`src/rtl/alu_issue_queue.sv`:
```
// ALU issue queue: circular FWFT FIFO feeding the ALU stage, with optional writeback
// operand forwarding into queued entries (enable with `define ALU_ISSUE_FWD_EN).

package alu_issue_queue_pkg;
  typedef struct packed {
    logic [31:0] op_a;
    logic [31:0] op_b;
    logic [4:0]  opcode;
    logic [4:0]  shamt;
    logic [4:0]  rs_a;
    logic [4:0]  rs_b;
    logic [4:0]  rd;
  } iq_entry_t;
endpackage

module alu_issue_queue
  import alu_issue_queue_pkg::*;
#(
  parameter int unsigned DEPTH = 4
) (
  input  logic                       clock,
  input  logic                       reset_n,
  input  logic                       flush,
  input  logic                       in_valid,
  output logic                       in_ready,
  input  logic [31:0]                in_opA,
  input  logic [31:0]                in_opB,
  input  logic [4:0]                 in_opcode,
  input  logic [4:0]                 in_shamt,
  input  logic [4:0]                 in_rsA,
  input  logic [4:0]                 in_rsB,
  input  logic [4:0]                 in_rd,
  output logic                       out_valid,
  input  logic                       out_ready,
  output logic [31:0]                data_operandA,
  output logic [31:0]                data_operandB,
  output logic [4:0]                 ctrl_ALUopcode,
  output logic [4:0]                 ctrl_shiftamt,
  output logic [4:0]                 out_rd,
  input  logic                       wb_valid,
  input  logic [4:0]                 wb_rd,
  input  logic [31:0]                wb_data,
  output logic [$clog2(DEPTH):0]     count
);

  localparam int unsigned PTR_W = $clog2(DEPTH);
  localparam int unsigned CNT_W = PTR_W + 1;

  iq_entry_t             mem [DEPTH];
  logic [PTR_W-1:0]      rd_ptr;
  logic [PTR_W-1:0]      wr_ptr;
  logic [CNT_W-1:0]      count_q;
  iq_entry_t             in_entry_c;
  iq_entry_t             in_store_c;
  iq_entry_t             head_c;
  logic                  push_c;
  logic                  pop_c;

  // Handshake status decoded only from the occupancy register.
  assign in_ready  = (count_q != CNT_W'(DEPTH));
  assign out_valid = (count_q != '0);
  assign count     = count_q;

  // Flush dominates both handshakes so nothing moves on a flush edge.
  assign push_c = in_valid && in_ready && !flush;
  assign pop_c  = out_valid && out_ready && !flush;

  assign in_entry_c = '{op_a: in_opA, op_b: in_opB, opcode: in_opcode, shamt: in_shamt,
                        rs_a: in_rsA, rs_b: in_rsB, rd: in_rd};

`ifdef ALU_ISSUE_FWD_EN
  logic fwd_hit_c;
  assign fwd_hit_c = wb_valid && (wb_rd != 5'd0);

  function automatic iq_entry_t fwd_entry(input iq_entry_t e);
    iq_entry_t r;
    r = e;
    if (e.rs_a == wb_rd) r.op_a = wb_data;
    if (e.rs_b == wb_rd) r.op_b = wb_data;
    return r;
  endfunction

  assign in_store_c = fwd_hit_c ? fwd_entry(in_entry_c) : in_entry_c;
`else
  logic unused_wb;
  assign unused_wb  = ^{wb_valid, wb_rd, wb_data, head_c.rs_a, head_c.rs_b};
  assign in_store_c = in_entry_c;
`endif

  // Entry storage; the push write lands after any forwarding update of the same slot.
  always_ff @(posedge clock) begin
`ifdef ALU_ISSUE_FWD_EN
    if (fwd_hit_c) begin
      for (int unsigned i = 0; i < DEPTH; i++) begin
        mem[i] <= fwd_entry(mem[i]);
      end
    end
`endif
    if (push_c) mem[wr_ptr] <= in_store_c;
  end

  // Pointers and occupancy; pointers wrap naturally since DEPTH is a power of two.
  always_ff @(posedge clock or negedge reset_n) begin
    if (!reset_n) begin
      rd_ptr  <= '0;
      wr_ptr  <= '0;
      count_q <= '0;
    end else if (flush) begin
      rd_ptr  <= '0;
      wr_ptr  <= '0;
      count_q <= '0;
    end else begin
      if (push_c) wr_ptr <= wr_ptr + PTR_W'(1);
      if (pop_c)  rd_ptr <= rd_ptr + PTR_W'(1);
      case ({push_c, pop_c})
        2'b10:   count_q <= count_q + CNT_W'(1);
        2'b01:   count_q <= count_q - CNT_W'(1);
        default: count_q <= count_q;
      endcase
    end
  end

  // First-word-fall-through head, zeroed while the queue is empty.
  assign head_c         = mem[rd_ptr];
  assign data_operandA  = out_valid ? head_c.op_a   : 32'd0;
  assign data_operandB  = out_valid ? head_c.op_b   : 32'd0;
  assign ctrl_ALUopcode = out_valid ? head_c.opcode : 5'd0;
  assign ctrl_shiftamt  = out_valid ? head_c.shamt  : 5'd0;
  assign out_rd         = out_valid ? head_c.rd     : 5'd0;

endmodule

```
`config.mk`:
```
export PLATFORM = sky130hd
export DESIGN_NAME = alu_issue_queue
export DESIGN_NICKNAME = d
export VERILOG_FILES = /design/src/rtl/alu_issue_queue.sv
export SDC_FILE = /design/constraint.sdc
export NUM_CORES = 1
export LEC_CHECK = 0
export ABC_AREA = 1
export BUFFER_PORTS_ARGS = -buffer_cell sky130_fd_sc_hd__buf_2
export CORE_ASPECT_RATIO = 0.9
export CORE_MARGIN = 2
export CORE_UTILIZATION = 30
export CTS_CLUSTER_SIZE = 14
export DETAILED_ROUTE_END_ITERATION = 10
export PLACE_DENSITY_LB_ADDON = 0.1
export RECOVER_POWER = 50
export SLEW_MARGIN = 20
export SYNTH_ARGS = -nofsm -noshare
export SYNTH_HDL_FRONTEND = slang
export SYNTH_SLANG_ARGS = --single-unit
```
`constraint.sdc`:
```
create_clock -name clock -period 4.6 [get_ports clock]
set_input_delay 0 -clock clock [delete_from_list [all_inputs] [get_ports clock]]
set_output_delay 0 -clock clock [all_outputs]
set_load 0.01 [all_outputs]
```
### Word-level counts from Yosys, hierarchy flattened

Memories as Yosys holds them, arrays and structs flattened.
Cells that the tools add are included.

| word-level totals | value |
|---|---|
| memories kept | 1 |
| bits in registers | 7 |
| RAM bits | 356 |

| operators by class | value |
|---|---|
| add/subtract/negate cells | 4 |
| muxes and demuxes | 13 |
| equal/unequal tests | 3 |
| reduce and logical (&&, ||, !) cells | 9 |

Memory list:

| name | depth | width | read ports | clocked after memory_dff | write ports | RTL line | text |
|---|---|---|---|---|---|---|---|
| mem | 4 | 89 | 1 | 0 | 1 | 49 | `iq_entry_t mem [DEPTH];` |

Operators by type and width:

| operator | count |
|---|---|
| $mux 32 | 2 |
| $mux 5 | 3 |
| $mux 2 | 4 |
| $pmux 3 s2 | 1 |
| $reduce_bool 3->1 | 2 |
| $add 2x1->2 const B | 2 |
| $logic_and 1x1->1 | 4 |
| $reduce_bool 2->1 | 2 |
| $add 3x1->3 const B | 1 |
| $mux 3 | 1 |
| $ne 3x3->1 const B | 1 |
| $sub 3x1->3 const B | 1 |
| $eq 2x1->1 const B | 1 |
| $eq 2x2->1 const B | 1 |
| $mux 1 | 2 |
| $logic_not 1->1 | 1 |

### Longest topological paths before layout

| logic depth | value |
|---|---|
| depth after elaboration | 6 |
| mapped depth | 12 |
| gate-level depth less buffers | 12 |

### Worst setup path after synthesis

OpenSTA, ideal clock, no wires.

| timing path | value |
|---|---|
| path type | reg-to-reg |
| start point | register count_q[0] (netlist: count[0]) |
| end point | memory mem[0][0] (netlist name) (enable) |
| required time | 4083 ps |
| arrival | 4288 ps |
| stages on the path, launching flop included | 7 |
| library setup time | 517 ps |
| setup slack | -204 ps |
| clock period less this slack | 4804 ps |
| cell sequence | dfrtp_1 nor2_2 nand2_1 nand2_1 nor2_1 inv_1 nor2_1 |

| on the way | value |
|---|---|
| word-level cells in the longest chain between the ends | 5 |

Ends and longest elaborated chain:

| what | RTL line | text |
|---|---|---|
| start, declared | 52 | `logic [CNT_W-1:0] count_q;` |
| start signal, assigned | 116 | `2'b10: count_q <= count_q + CNT_W'(1);` |
| start signal, assigned | 117 | `2'b01: count_q <= count_q - CNT_W'(1);` |
| start signal, assigned | 118 | `default: count_q <= count_q;` |
| $ne 3x3->1 | 60 | `assign in_ready = (count_q != CNT_W'(DEPTH));` |
| named net in_ready | 25 | `output logic in_ready,` |
| $logic_and 1x1->1 (2 in a row) | 65 | `assign push_c = in_valid && in_ready && !flush;` |
| $mux 1 | 99 | `if (push_c) mem[wr_ptr] <= in_store_c;` |
| $mux 1 (not written as such) | 99 |  |
| end, declared | 49 |  |

The timed path passes the listed nets, and every way through them passes these cells.

### Worst setup path after layout

| timing path | value |
|---|---|
| start point | register rd_ptr[0] |
| end point | output port data_operandB[24] |

| on the way | value |
|---|---|
| word-level cells in the longest chain between the ends | 2 |

Ends and longest elaborated chain:

| what | RTL line | text |
|---|---|---|
| start, declared | 50 | `logic [PTR_W-1:0] rd_ptr;` |
| start signal, assigned | 114 | `if (pop_c) rd_ptr <= rd_ptr + PTR_W'(1);` |
| $mem_v2 4x89 | -- |  |
| $mux 32 | 126 | `assign data_operandB = out_valid ? head_c.op_b : 32'd0;` |
| end, declared | 36 | `output logic [31:0] data_operandB,` |

No other way between the ends.

==> out/qor.csv <==
metric,value,unit
Slew HR,-0.4838,
final WL,31.87,mm
share of cells above drive strength 1,0.1222,
overall routing resource usage,0.1467,
largest fanout on the critical path,62,
Multi-input gate area,2625,um2
# H-tree levels,2,
worst slew pin tran,2.218,ns
maxcap violations,3,
worst-path cell chain,"buf_4, nor2_1, nor2_1, o21ai_1, a21oi_1, buf_2",
number of fillers in the final layout,4105,
Post-synth top flop,edfxtp_1,
"non-filler cells, final",1816,
pre-CTS WS,1.554,ns
routed length per instance,17.55,um
first-pass GRT wire length,48.76,mm
clk_skew,0.004623,ns
CTS root buffer,clkbuf_16,
WS Path Type,flop to output pin,
RSZ-0062 raised after global routing,false,
Setup crit start kind,flop,
Die ar.,43870,um2
DR pass1 iterations,6,
CTS sink count,323,
"Avg Cell Area, Syn",12.73,um2
Placed Cells incl. Taps,1664,
#FFs+latches synth,323,
Netlist cell types,23,
Sequential cell area,9668,um2
"most used cell, CP",nor2_1,
vias in the first global route,8194,
site row count,71,
fraction of registers with async set/reset,0.02167,
Max VDD drop,0.0002353,V
HP Class,primary input to flop,
"EDFF count, synth",316,
Leak Pwr,5.586,nW
Die H,198.9,um
global route overflow,0,
drc violations,0,
Final WS setup,0.9303,ns
post-layout util,0.3845,
Max Freq,0.2725,GHz
min cycle time layout,3.670,ns
DR vias,8195,
"Clk pin slew, worst setup/hold paths",0.06,ns
GPL Wtd Cong,0.6984,
Initial Util,0.3033,
PortBufs,167,
cells after synthesis,995,
Total Power,8.888,mW
Die W,220.6,um
CP Capture Type,output pin,
# nets final,1380,
Netlist Area Pre-Place,12660,um2
Detail Route Antenna Nets,0,
CTS tree,built,
fin crit share,0.7978,
DR iter-0 viols,354,
WP data arrival,3.67,ns
final hold vios,0,
Max clock buf depth,3,
PwrDens,553.6,nW/um2
max-slew violation count,85,
vias per cell,4.513,
syn_nets,1132,
area grow syn2layout,26.79,%
r2r setup slk,1.02,ns
cts bufs inserted,37,
largest net degree at the start of global routing,85,
"Setup Fix Bufs, Post-CTS",0,
endpoints failing setup,0,
Syn. warnings,0,
sequential area share after synthesis,0.7632,
most frequent cells in the layout,"nor2_1 (321), edfxtp_1 (316), o21ai_0 (117)",
DP Wirelength,16.88,mm
status,finished with violations,
data required time at the worst endpoint,4.60,ns
Core ar.,41750,um2
"most common cell after layout, fill and taps aside",nor2_1,
failing checks,"max-capacitance violations, max-slew violations",
IO Pins,216,
initial antenna violation count,1,
largest stage delay on the critical path,1.52,ns
clk_lat worst skew,0.52,ns
CP max stage cell,dfrtp_1,
cells in the mapped netlist (4+ instances only):
| master | number | area share |
|---|---|---|
| buf_6 | 4 | 0.0036 |
| buf_4 | 13 | 0.0077 |
| nand2_1 | 21 | 0.0062 |
| buf_2 | 10 | 0.0040 |
| clkbuf_2 | 6 | 0.0024 |
| clkbuf_1 | 25 | 0.0074 |
| o21ai_0 | 116 | 0.046 |
| dfrtp_1 | 7 | 0.014 |
| inv_1 | 11 | 0.0033 |
| o21ai_1 | 46 | 0.018 |
| a21oi_1 | 82 | 0.032 |
| edfxtp_1 | 316 | 0.75 |
| nor2_1 | 321 | 0.095 |
| ha_1 | 4 | 0.0040 |
metal layers:
layer,part of all wire,GRT usage
met1,0.46,0.1952
met2,0.47,0.2411
met3,0.049,0.03425
met4,0.018,0.03852
met5,0,0
power breakdown:
part / leakage [nW] / internal [mW] / switching (mW)
registers: 2.96 / 3.41 / 0.111
logic: 2.03 / 0.766 / 1.58
clock network: 0.596 / 1.88 / 1.13
registers in the layout (all words and copies together), names as in the netlist:
name / cells
mem: 316
wr_ptr: 2
rd_ptr: 2
count: 3
cell families after synthesis:
| kind of cell | share of synthesized area |
|---|---|
| XOR/XNOR | 0.0006918 |
| AO/OA/AOI/OAI | 0.09703 |
| adder cells (fa/ha/maj) | 0.005533 |
| buffers and inverters | 0.02994 |
| flip-flops | 0.7632 |
| AND/OR/NAND/NOR | 0.1036 |
cell type report:
type / instances / area share
clock buffer: 49 / 0.06312
antenna: 1 / 0.0001559
timing repair buffer: 269 / 0.1107
sequential: 323 / 0.6022
tap: 547 / 0.04263
inverter: 14 / 0.003507
clock inverter: 15 / 0.01426
multi-input combinational: 598 / 0.1635
final timing paths:
kind | from | to | cells after the start
max | rd_ptr[0] | data_operandB[24] | 6
min | in_opA[13] | mem[2][70] | 2
max reg2reg | count[0] | mem[3][81] | 7
min reg2reg | count[0] | count[0] | 1
max in group asynchronous | reset_n | rd_ptr[1] | 3
min in group asynchronous | reset_n | count[1] | 3
stage by stage:
| stage | hold WS, ns | cell area (um2) | setup TNS (ns) |
|---|---|---|---|
| 2_1_floorplan | -0.2956 | 12660 | -64.52 |
| 3_3_place_gp | -0.1497 | 14070 | 0 |
| 3_5_place_dp | -0.1481 | 14070 | 0 |
| 4_1_cts | 0.1993 | 16190 | 0 |
| 5_1_grt | 0.2811 | 16060 | 0 |
| 6_report | 0.2785 | 16060 | 0 |
what timing repair did:
action | in CTS | in global routing
resized for setup | 0 | 0
setup endpoints to repair | 0 | 0
hold endpoints to repair | 330 | 0
hold buffers | 87 | 0
critical path: cells and delay by family (launching register included):
| kind | cells | cell delay, ns |
|---|---|---|
| buffers and inverters | 2 | 1.01 |
| flip-flops | 1 | 1.52 |
| AND/OR/NAND/NOR | 2 | 0.23 |
| AO/OA/AOI/OAI | 2 | 0.35 |
No activity file was read; power rests on OpenSTA's default activity.
